[src/rtl/iob_split_tmo_pkg.sv]
`default_nettype none
// Shared state encoding, width helpers and default error word for the timeout-aware IOb splitter.
package iob_split_tmo_pkg;

   localparam logic [1:0]  ST_IDLE      = 2'd0;
   localparam logic [1:0]  ST_PEND      = 2'd1;
   localparam logic [1:0]  ST_FLUSH     = 2'd2;
   localparam logic [31:0] ERR_DATA_DEF = 32'hDEADBEEF;

   function automatic int sel_w(input int n);
      return (n > 1) ? $clog2(n) : 1;
   endfunction

   function automatic int cnt_w(input int m);
      return $clog2(m + 1);
   endfunction

   function automatic int tmo_w(input int t);
      return (t > 2) ? $clog2(t) : 1;
   endfunction

endpackage
`default_nettype wire

[src/rtl/iob_split_tmo_trk.sv]
`default_nettype none
// Outstanding-read tracker: ordering FSM, read counter, response timeout,
// sticky dead-slave flags and registered error responses.
module iob_split_tmo_trk
   import iob_split_tmo_pkg::*;
#(
   parameter int N_SLAVES = 2,
   parameter int MAX_OUT  = 4,
   parameter int TIMEOUT  = 1024,
   parameter int SEL_W    = sel_w(N_SLAVES)
) (
   input  logic                clk,
   input  logic                arst_n,
   input  logic                cke,
   input  logic                m_valid,
   input  logic                is_read,
   input  logic [SEL_W-1:0]    sel,
   input  logic                sel_ok,
   input  logic                ready_sel,
   input  logic [N_SLAVES-1:0] s_rvalid,
   output logic                m_ready,
   output logic                s_go,
   output logic                rsp,
   output logic                err_rvalid,
   output logic                err_flag,
   output logic [SEL_W-1:0]    pend_sel,
   output logic [N_SLAVES-1:0] dead
);

   localparam int CNT_W = cnt_w(MAX_OUT);
   localparam int TMO_W = tmo_w(TIMEOUT);
   localparam int SEL_N = 2 ** SEL_W;

   logic [1:0]       state;
   logic [CNT_W-1:0] cnt;
   logic [TMO_W-1:0] tmo_ctr;
   logic [SEL_N-1:0] dead_pad;
   logic [SEL_N-1:0] rv_pad;
   logic             bad;
   logic             full;
   logic             allow;
   logic             rd_acc;
   logic             bad_acc;
   logic             tmo_hit;

   assign dead_pad = SEL_N'(dead);
   assign rv_pad   = SEL_N'(s_rvalid);

   always_comb begin
      bad     = !sel_ok || dead_pad[sel];
      rsp     = (state == ST_PEND) && rv_pad[pend_sel];
      // A response in the same cycle frees a slot, so a full queue can still take a read.
      full    = is_read && (cnt == CNT_W'(MAX_OUT)) && !rsp;
      allow   = (state == ST_IDLE) || ((state == ST_PEND) && (sel == pend_sel) && !full);
      m_ready = bad ? (state == ST_IDLE) : (ready_sel && allow);
      s_go    = m_valid && !bad && allow;
      rd_acc  = s_go && ready_sel && is_read;
      bad_acc = m_valid && bad && (state == ST_IDLE);
      tmo_hit = (TIMEOUT != 0) && (state == ST_PEND) && !rd_acc && !rsp &&
                (tmo_ctr == TMO_W'(TIMEOUT - 1));
   end

   always_ff @(posedge clk or negedge arst_n) begin
      if (!arst_n) begin
         state      <= ST_IDLE;
         cnt        <= '0;
         pend_sel   <= '0;
         tmo_ctr    <= '0;
         dead       <= '0;
         err_rvalid <= 1'b0;
         err_flag   <= 1'b0;
      end else if (cke) begin
         err_rvalid <= 1'b0;
         err_flag   <= 1'b0;
         case (state)
            ST_IDLE: begin
               tmo_ctr <= '0;
               if (rd_acc) begin
                  state    <= ST_PEND;
                  pend_sel <= sel;
                  cnt      <= CNT_W'(1);
               end
               if (bad_acc) begin
                  err_rvalid <= is_read;
                  err_flag   <= 1'b1;
               end
            end
            ST_PEND: begin
               if (tmo_hit) begin
                  state   <= ST_FLUSH;
                  dead    <= dead | (N_SLAVES'(1) << pend_sel);
                  tmo_ctr <= '0;
               end else begin
                  cnt <= cnt + CNT_W'(rd_acc) - CNT_W'(rsp);
                  if (rd_acc || rsp)
                     tmo_ctr <= '0;
                  else if (TIMEOUT != 0)
                     tmo_ctr <= tmo_ctr + TMO_W'(1);
                  if (rsp && !rd_acc && (cnt == CNT_W'(1)))
                     state <= ST_IDLE;
               end
            end
            ST_FLUSH: begin
               // One error response per cycle for each read the dead slave still owes.
               err_rvalid <= 1'b1;
               err_flag   <= 1'b1;
               cnt        <= cnt - CNT_W'(1);
               if (cnt == CNT_W'(1))
                  state <= ST_IDLE;
            end
            default: state <= ST_IDLE;
         endcase
      end
   end

endmodule
`default_nettype wire

[src/rtl/iob_split_tmo.sv]
`default_nettype none
// IOb one-to-N splitter: address-field select decode and request/response muxing
// around the outstanding-read tracker.
module iob_split_tmo
   import iob_split_tmo_pkg::*;
#(
   parameter int                ADDR_W   = 32,
   parameter int                DATA_W   = 32,
   parameter int                N_SLAVES = 2,
   parameter int                P_SLAVES = ADDR_W - 2,
   parameter int                MAX_OUT  = 4,
   parameter int                TIMEOUT  = 1024,
   parameter logic [DATA_W-1:0] ERR_DATA = DATA_W'(ERR_DATA_DEF)
) (
   input  logic                           clk_i,
   input  logic                           arst_n_i,
   input  logic                           cke_i,
   input  logic                           m_valid_i,
   input  logic [ADDR_W-1:0]              m_addr_i,
   input  logic [DATA_W-1:0]              m_wdata_i,
   input  logic [DATA_W/8-1:0]            m_wstrb_i,
   output logic                           m_ready_o,
   output logic [DATA_W-1:0]              m_rdata_o,
   output logic                           m_rvalid_o,
   output logic                           m_err_o,
   output logic [N_SLAVES-1:0]            s_valid_o,
   output logic [N_SLAVES*ADDR_W-1:0]     s_addr_o,
   output logic [N_SLAVES*DATA_W-1:0]     s_wdata_o,
   output logic [N_SLAVES*DATA_W/8-1:0]   s_wstrb_o,
   input  logic [N_SLAVES*DATA_W-1:0]     s_rdata_i,
   input  logic [N_SLAVES-1:0]            s_rvalid_i,
   input  logic [N_SLAVES-1:0]            s_ready_i,
   output logic [N_SLAVES-1:0]            dead_o
);

   localparam int SEL_W = sel_w(N_SLAVES);
   localparam int SEL_N = 2 ** SEL_W;

   logic [SEL_W-1:0]  sel;
   logic [SEL_W-1:0]  pend_sel;
   logic [SEL_N-1:0]  rdy_pad;
   logic              sel_ok;
   logic              ready_sel;
   logic              s_go;
   logic              rsp;
   logic              err_rvalid;
   logic              err_flag;
   logic [DATA_W-1:0] rsp_data;

   assign sel       = m_addr_i[P_SLAVES -: SEL_W];
   assign rdy_pad   = SEL_N'(s_ready_i);
   assign ready_sel = rdy_pad[sel];

   generate
      if (N_SLAVES == SEL_N) begin : g_sel_full
         assign sel_ok = 1'b1;
      end else begin : g_sel_part
         assign sel_ok = {1'b0, sel} < (SEL_W + 1)'(N_SLAVES);
      end
   endgenerate

   iob_split_tmo_trk #(
      .N_SLAVES (N_SLAVES),
      .MAX_OUT  (MAX_OUT),
      .TIMEOUT  (TIMEOUT),
      .SEL_W    (SEL_W)
   ) u_trk (
      .clk        (clk_i),
      .arst_n     (arst_n_i),
      .cke        (cke_i),
      .m_valid    (m_valid_i),
      .is_read    (m_wstrb_i == '0),
      .sel        (sel),
      .sel_ok     (sel_ok),
      .ready_sel  (ready_sel),
      .s_rvalid   (s_rvalid_i),
      .m_ready    (m_ready_o),
      .s_go       (s_go),
      .rsp        (rsp),
      .err_rvalid (err_rvalid),
      .err_flag   (err_flag),
      .pend_sel   (pend_sel),
      .dead       (dead_o)
   );

   always_comb begin
      rsp_data = '0;
      for (int i = 0; i < N_SLAVES; i++)
         if (pend_sel == SEL_W'(i))
            rsp_data = s_rdata_i[i*DATA_W +: DATA_W];
   end

   assign s_valid_o  = s_go ? (N_SLAVES'(1) << sel) : '0;
   assign s_addr_o   = {N_SLAVES{m_addr_i}};
   assign s_wdata_o  = {N_SLAVES{m_wdata_i}};
   assign s_wstrb_o  = {N_SLAVES{m_wstrb_i}};
   assign m_rvalid_o = err_rvalid || rsp;
   assign m_rdata_o  = err_rvalid ? ERR_DATA : rsp_data;
   assign m_err_o    = err_flag;

endmodule
`default_nettype wire

[config.mk]
export PLATFORM = sky130hd
export DESIGN_NAME = iob_split_tmo
export DESIGN_NICKNAME = d
export VERILOG_FILES = /design/src/rtl/iob_split_tmo_pkg.sv /design/src/rtl/iob_split_tmo_trk.sv /design/src/rtl/iob_split_tmo.sv
export SDC_FILE = /design/constraint.sdc
export NUM_CORES = 1
export LEC_CHECK = 0
export BUFFER_PORTS_ARGS = -buffer_cell sky130_fd_sc_hd__buf_2
export CORE_AREA = 10 10 113 115
export DETAILED_ROUTE_END_ITERATION = 12
export DIE_AREA = 0 0 123 125
export PLACE_DENSITY_LB_ADDON = 0.2
export SETUP_SLACK_MARGIN = 0.2
export SLEW_MARGIN = 20
export SYNTH_ARGS = -nofsm -noshare
export SYNTH_HDL_FRONTEND = slang
export SYNTH_SLANG_ARGS = --single-unit
[constraint.sdc]
create_clock -name clk_i -period 7.6 [get_ports clk_i]
set_input_delay 1.52 -clock clk_i [delete_from_list [all_inputs] [get_ports clk_i]]
set_output_delay 1.52 -clock clk_i [all_outputs]
set_load 0.005 [all_outputs]
==> impl_summary.log <==
INFO  metric drtAntennaViolNets = 0
INFO  metric clk_transition_reported_paths = 80 ps
INFO  metric max-slew-margin-rel = 0.559
INFO  metric post_synthesis_net_count = 508
INFO  metric dominant_combinational_cell_family_by_area_after_synthesis = buffers and inverters
INFO  metric cts_hold_repair.buffers = 0
INFO  metric ys_ff_latch = 20
INFO  metric synth_compound_area_frac = 0.134
INFO  metric worstHoldPathType = reg2reg
INFO  metric core_region_area = 0.0106 sq mm
INFO  metric timing.critical_path.from_type = input pin
INFO  metric maximum_vdd_ir_drop = 0.0489 mV
INFO  metric post-route-period-util = 0.555
INFO  metric power_density = 174 mW/mm^2
INFO  metric antenna-diode-count = 0
INFO  metric worstPathBufferInverterCount = 2
INFO  metric cts-buffers-inserted = 3
INFO  metric vias = 2,160
INFO  metric tritoncts = yes
INFO  metric pwr-share-seq = 0.281
INFO  metric final_layout_size_suffix_gt1_frac = 0.426
INFO  metric postSynthCellCount = 357
INFO  metric cpMostUsedCell = buf_2
INFO  metric cpPeakStageDelay = 340 ps
INFO  metric cp_cell_sequence = buf_2, mux2_4, a211oi_1, a22o_1, buf_2
INFO  metric grt_first_pass_wirelength = 13.1 mm
INFO  metric die_h = 125 microns
INFO  metric antenna_found_initial = 0
INFO  metric syn_area = 0.00292 sq mm
INFO  metric power.leakage = around 1.4 nW
INFO  metric cts_resized = 0
INFO  metric syn-mean-instance-area = 8.19 sq um
INFO  metric dp.final_hpwl = 7.68 mm
INFO  metric peak_freq = between 200 and 250 MHz
INFO  metric min_period = 4220 ps
INFO  metric placementRows = 38
INFO  metric globalplace.congestion = a little over 0.8
INFO  metric clock-sinks = 20
INFO  metric switching_power = roughly 0.00018 W
INFO  metric maxCapViolCount = 0
INFO  metric internal-power = 0.000292 W
INFO  metric portBuffers = 125
INFO  metric floorplan.die_area = approximately 0.015 sq mm
INFO  metric area_growth = -6.98%
INFO  metric setup-violations-final = 0
INFO  metric count_of_final_hold_check_violations = 0
INFO  metric routed_via_density = ~4.5
INFO  metric outcome = finished, final reports clean
INFO  metric drcViolationCount = 0
INFO  metric finalClockSkew = 2.14 ps
INFO  metric critical-path-slowest-cell = mux2_4
INFO  metric drtIter0Drc = 97
INFO  metric grt_pass1_vias = 2,224
INFO  metric design.final.nets = around 500
INFO  metric critical_path_required = 6080 ps
INFO  metric clock_path_buffers = 2
INFO  metric post_synth_xor_area_fraction = 0.0330
INFO  metric hold_slack = between 500 and 600 ps
INFO  metric yosysSeqAreaShare = 0.171
INFO  metric num-fill-cells = 1,161
INFO  metric cts.repair_timing.setup_buffer_count = 0
INFO  metric global_route.usage.total = 0.107
INFO  metric post_synth_fa_ha_maj_area_fraction = 0.0497
INFO  metric timing_max_transition_violations_final = 0
INFO  metric floorplan.io_pins = 315
INFO  metric synth_cell_type_count = 44
INFO  metric rsz0062_at_grt = false
INFO  metric critPathTopFamily = compound AO/OA/AOI/OAI gates
INFO  metric actual_slew_at_the_worst_max_slew_pin = ~650 ps
INFO  metric htreeDepth = 1
INFO  metric setup.worst_path.class = in2out
INFO  metric clock_latency = 270 ps
INFO  metric layout.cells.most_common = buf_2
INFO  metric sw_frac_of_total = 0.381
INFO  metric final_cell_mix = buf_2 (125), nor2b_1 (26), a211o_1 (24), nor2_1 (23), dfrtp_1 (18)
INFO  metric initial_core_util = 0.276
INFO  metric clock-root-buffer = clkbuf_8
INFO  metric pin_count_of_the_biggest_net_entering_global_routing = 61
INFO  metric grt.overflow.total = 0
INFO  metric clock_power_share = 0.236
INFO  metric routedWlPerCell = 19.1 microns
INFO  metric yosys_warnings = 0
INFO  metric route.final.wire_length = 9.10 mm
INFO  metric comb_power_share = 0.484
INFO  metric setup_total_negative_slack = 0 ps
INFO  metric synth_simple_gate_area_frac = 0.164
INFO  metric first_pass_iters = 4
INFO  metric worst-endpoint-arrival = 2700 ps
INFO  metric end_kind = output pin
INFO  metric synthMuxAreaShare = 0.0595
INFO  metric dieWidth = 123 microns
INFO  metric path_max_fanout = 8
==> registers in the layout, summed over array words and instances (netlist names) <==
| signal | count |
|---|---|
| u_trk.cnt | 3 |
| u_trk.dead | 2 |
| u_trk.err_flag | 1 |
| u_trk.err_rvalid | 1 |
| u_trk.pend_sel | 1 |
| u_trk.state | 2 |
| u_trk.tmo_ctr | 10 |
==> Yosys cell counts, drive strengths merged <==
cell | count | area, sq um
and2 | 2 | 12.5
inv | 11 | 41.3
nor4 | 2 | 27.5
mux2 | 5 | 63.8
a211oi | 1 | 7.51
a211o | 24 | 210
nand4b | 1 | 23.8
fa | 1 | 20.0
o21bai | 2 | 15.0
ha | 10 | 125
xor2 | 7 | 61.3
a221oi | 1 | 8.76
a22oi | 1 | 7.51
nand3 | 6 | 30.0
o32ai | 3 | 26.3
o21a | 1 | 7.51
mux2i | 11 | 110
o22ai | 1 | 6.26
clkbuf | 12 | 45.0
or3 | 2 | 12.5
nor2b | 26 | 163
a21oi | 7 | 35.0
and2b | 1 | 7.51
buf | 139 | 1040
dfrtp | 20 | 500
a22o | 1 | 8.76
nand4 | 5 | 31.3
or2 | 1 | 6.26
clkinv | 1 | 8.76
nor2 | 23 | 86.3
xnor2 | 4 | 35.0
o21ai | 7 | 46.3
a31oi | 1 | 12.5
nand2b | 1 | 6.26
and3 | 3 | 18.8
nand2 | 11 | 41.3
nor3 | 1 | 5.00
nand3b | 1 | 7.51
==> power groups by stage <==
| stage | clock network [W] | logic [W] | registers (W) |
|---|---|---|---|
| after CTS | 0.000116 | 0.000233 | 0.000134 |
| after floorplan | 0 | 0.000207 | 0.000124 |
| final | 0.000111 | 0.000229 | 0.000133 |
| after global routing | 0.000119 | 0.000257 | 0.000136 |
| after detailed placement | 0 | 0.000231 | 0.000136 |
| after global placement | 0 | 0.000232 | 0.000135 |
==> per-layer routing <==
layer  vias to the layer above  share of wire  wire length (microns)  track usage
met1                       980           0.35                   3200        0.109
met5                         -         0.0078                     71       0.0362
li1                       1008              -                      -            -
met3                        22           0.17                   1530       0.0761
met4                         2          0.017                    155       0.0281
met2                       148           0.45                   4140        0.171
==> final timing paths <==
path                           startpoint               end  slack, ps  cells after the start
hold reg to reg             u_trk.dead[1]     u_trk.dead[1]        510                      1
setup reg to reg           u_trk.pend_sel      u_trk.cnt[2]       4290                     13
min in group asynchronous        arst_n_i  u_trk.tmo_ctr[6]       1200                      1
setup / recovery             m_addr_i[30]         m_ready_o       3380                      5
max in group asynchronous        arst_n_i    u_trk.pend_sel       6040                      1
hold / removal              u_trk.dead[1]     u_trk.dead[1]        510                      1
==> final cells by class <==
| cell class | instances | area, sq um | share of cell area |
|---|---|---|---|
| clock buffer | 3 | 41.3 | 0.0152 |
| clock inverter | 1 | 30.0 | 0.0110 |
| inverter | 12 | 50.0 | 0.0184 |
| multi-input combinational | 174 | 1290 | 0.473 |
| sequential | 20 | 503 | 0.185 |
| tap | 140 | 175 | 0.0644 |
| timing repair buffer | 126 | 633 | 0.233 |
==> worst register-to-register path, stage by stage (launching register included) <==
cell and delay, ps:
dfrtp_2 400, buf_4 520, xnor2_1 190, a21oi_1 110
or3_1 550, clkinv_4 110, ha_1 140, inv_1 50
fa_1 370, xnor2_1 140, xnor2_1 130, a22oi_1 180
nor2b_1 60, mux2_4 260
==> per-stage QoR <==
| step | total power [W] | instances | worst slack [ps] | utilization | area [sq um] |
|---|---|---|---|---|---|
| 6_report | 0.000473 | 476 | 3380 | 0.256 | 2720 |
| 5_1_grt | 0.000512 | 476 | 3240 | 0.256 | 2720 |
| 3_5_place_dp | 0.000368 | 472 | 3250 | 0.250 | 2650 |
| 3_3_place_gp | 0.000368 | 472 | 3290 | 0.250 | 2650 |
| 4_1_cts | 0.000483 | 476 | 3360 | 0.256 | 2720 |
| 2_1_floorplan | 0.000331 | 357 | 3650 | - | 2920 |
==> kinds of logic after synthesis <==
kind of cell | after synthesis
buf+inv | 163
xor+xnor | 11
fa+ha+maj | 11
flops | 20
compound gates | 50
mux | 16
simple gates | 86
Note: power is estimated with default switching activity, not from simulation.
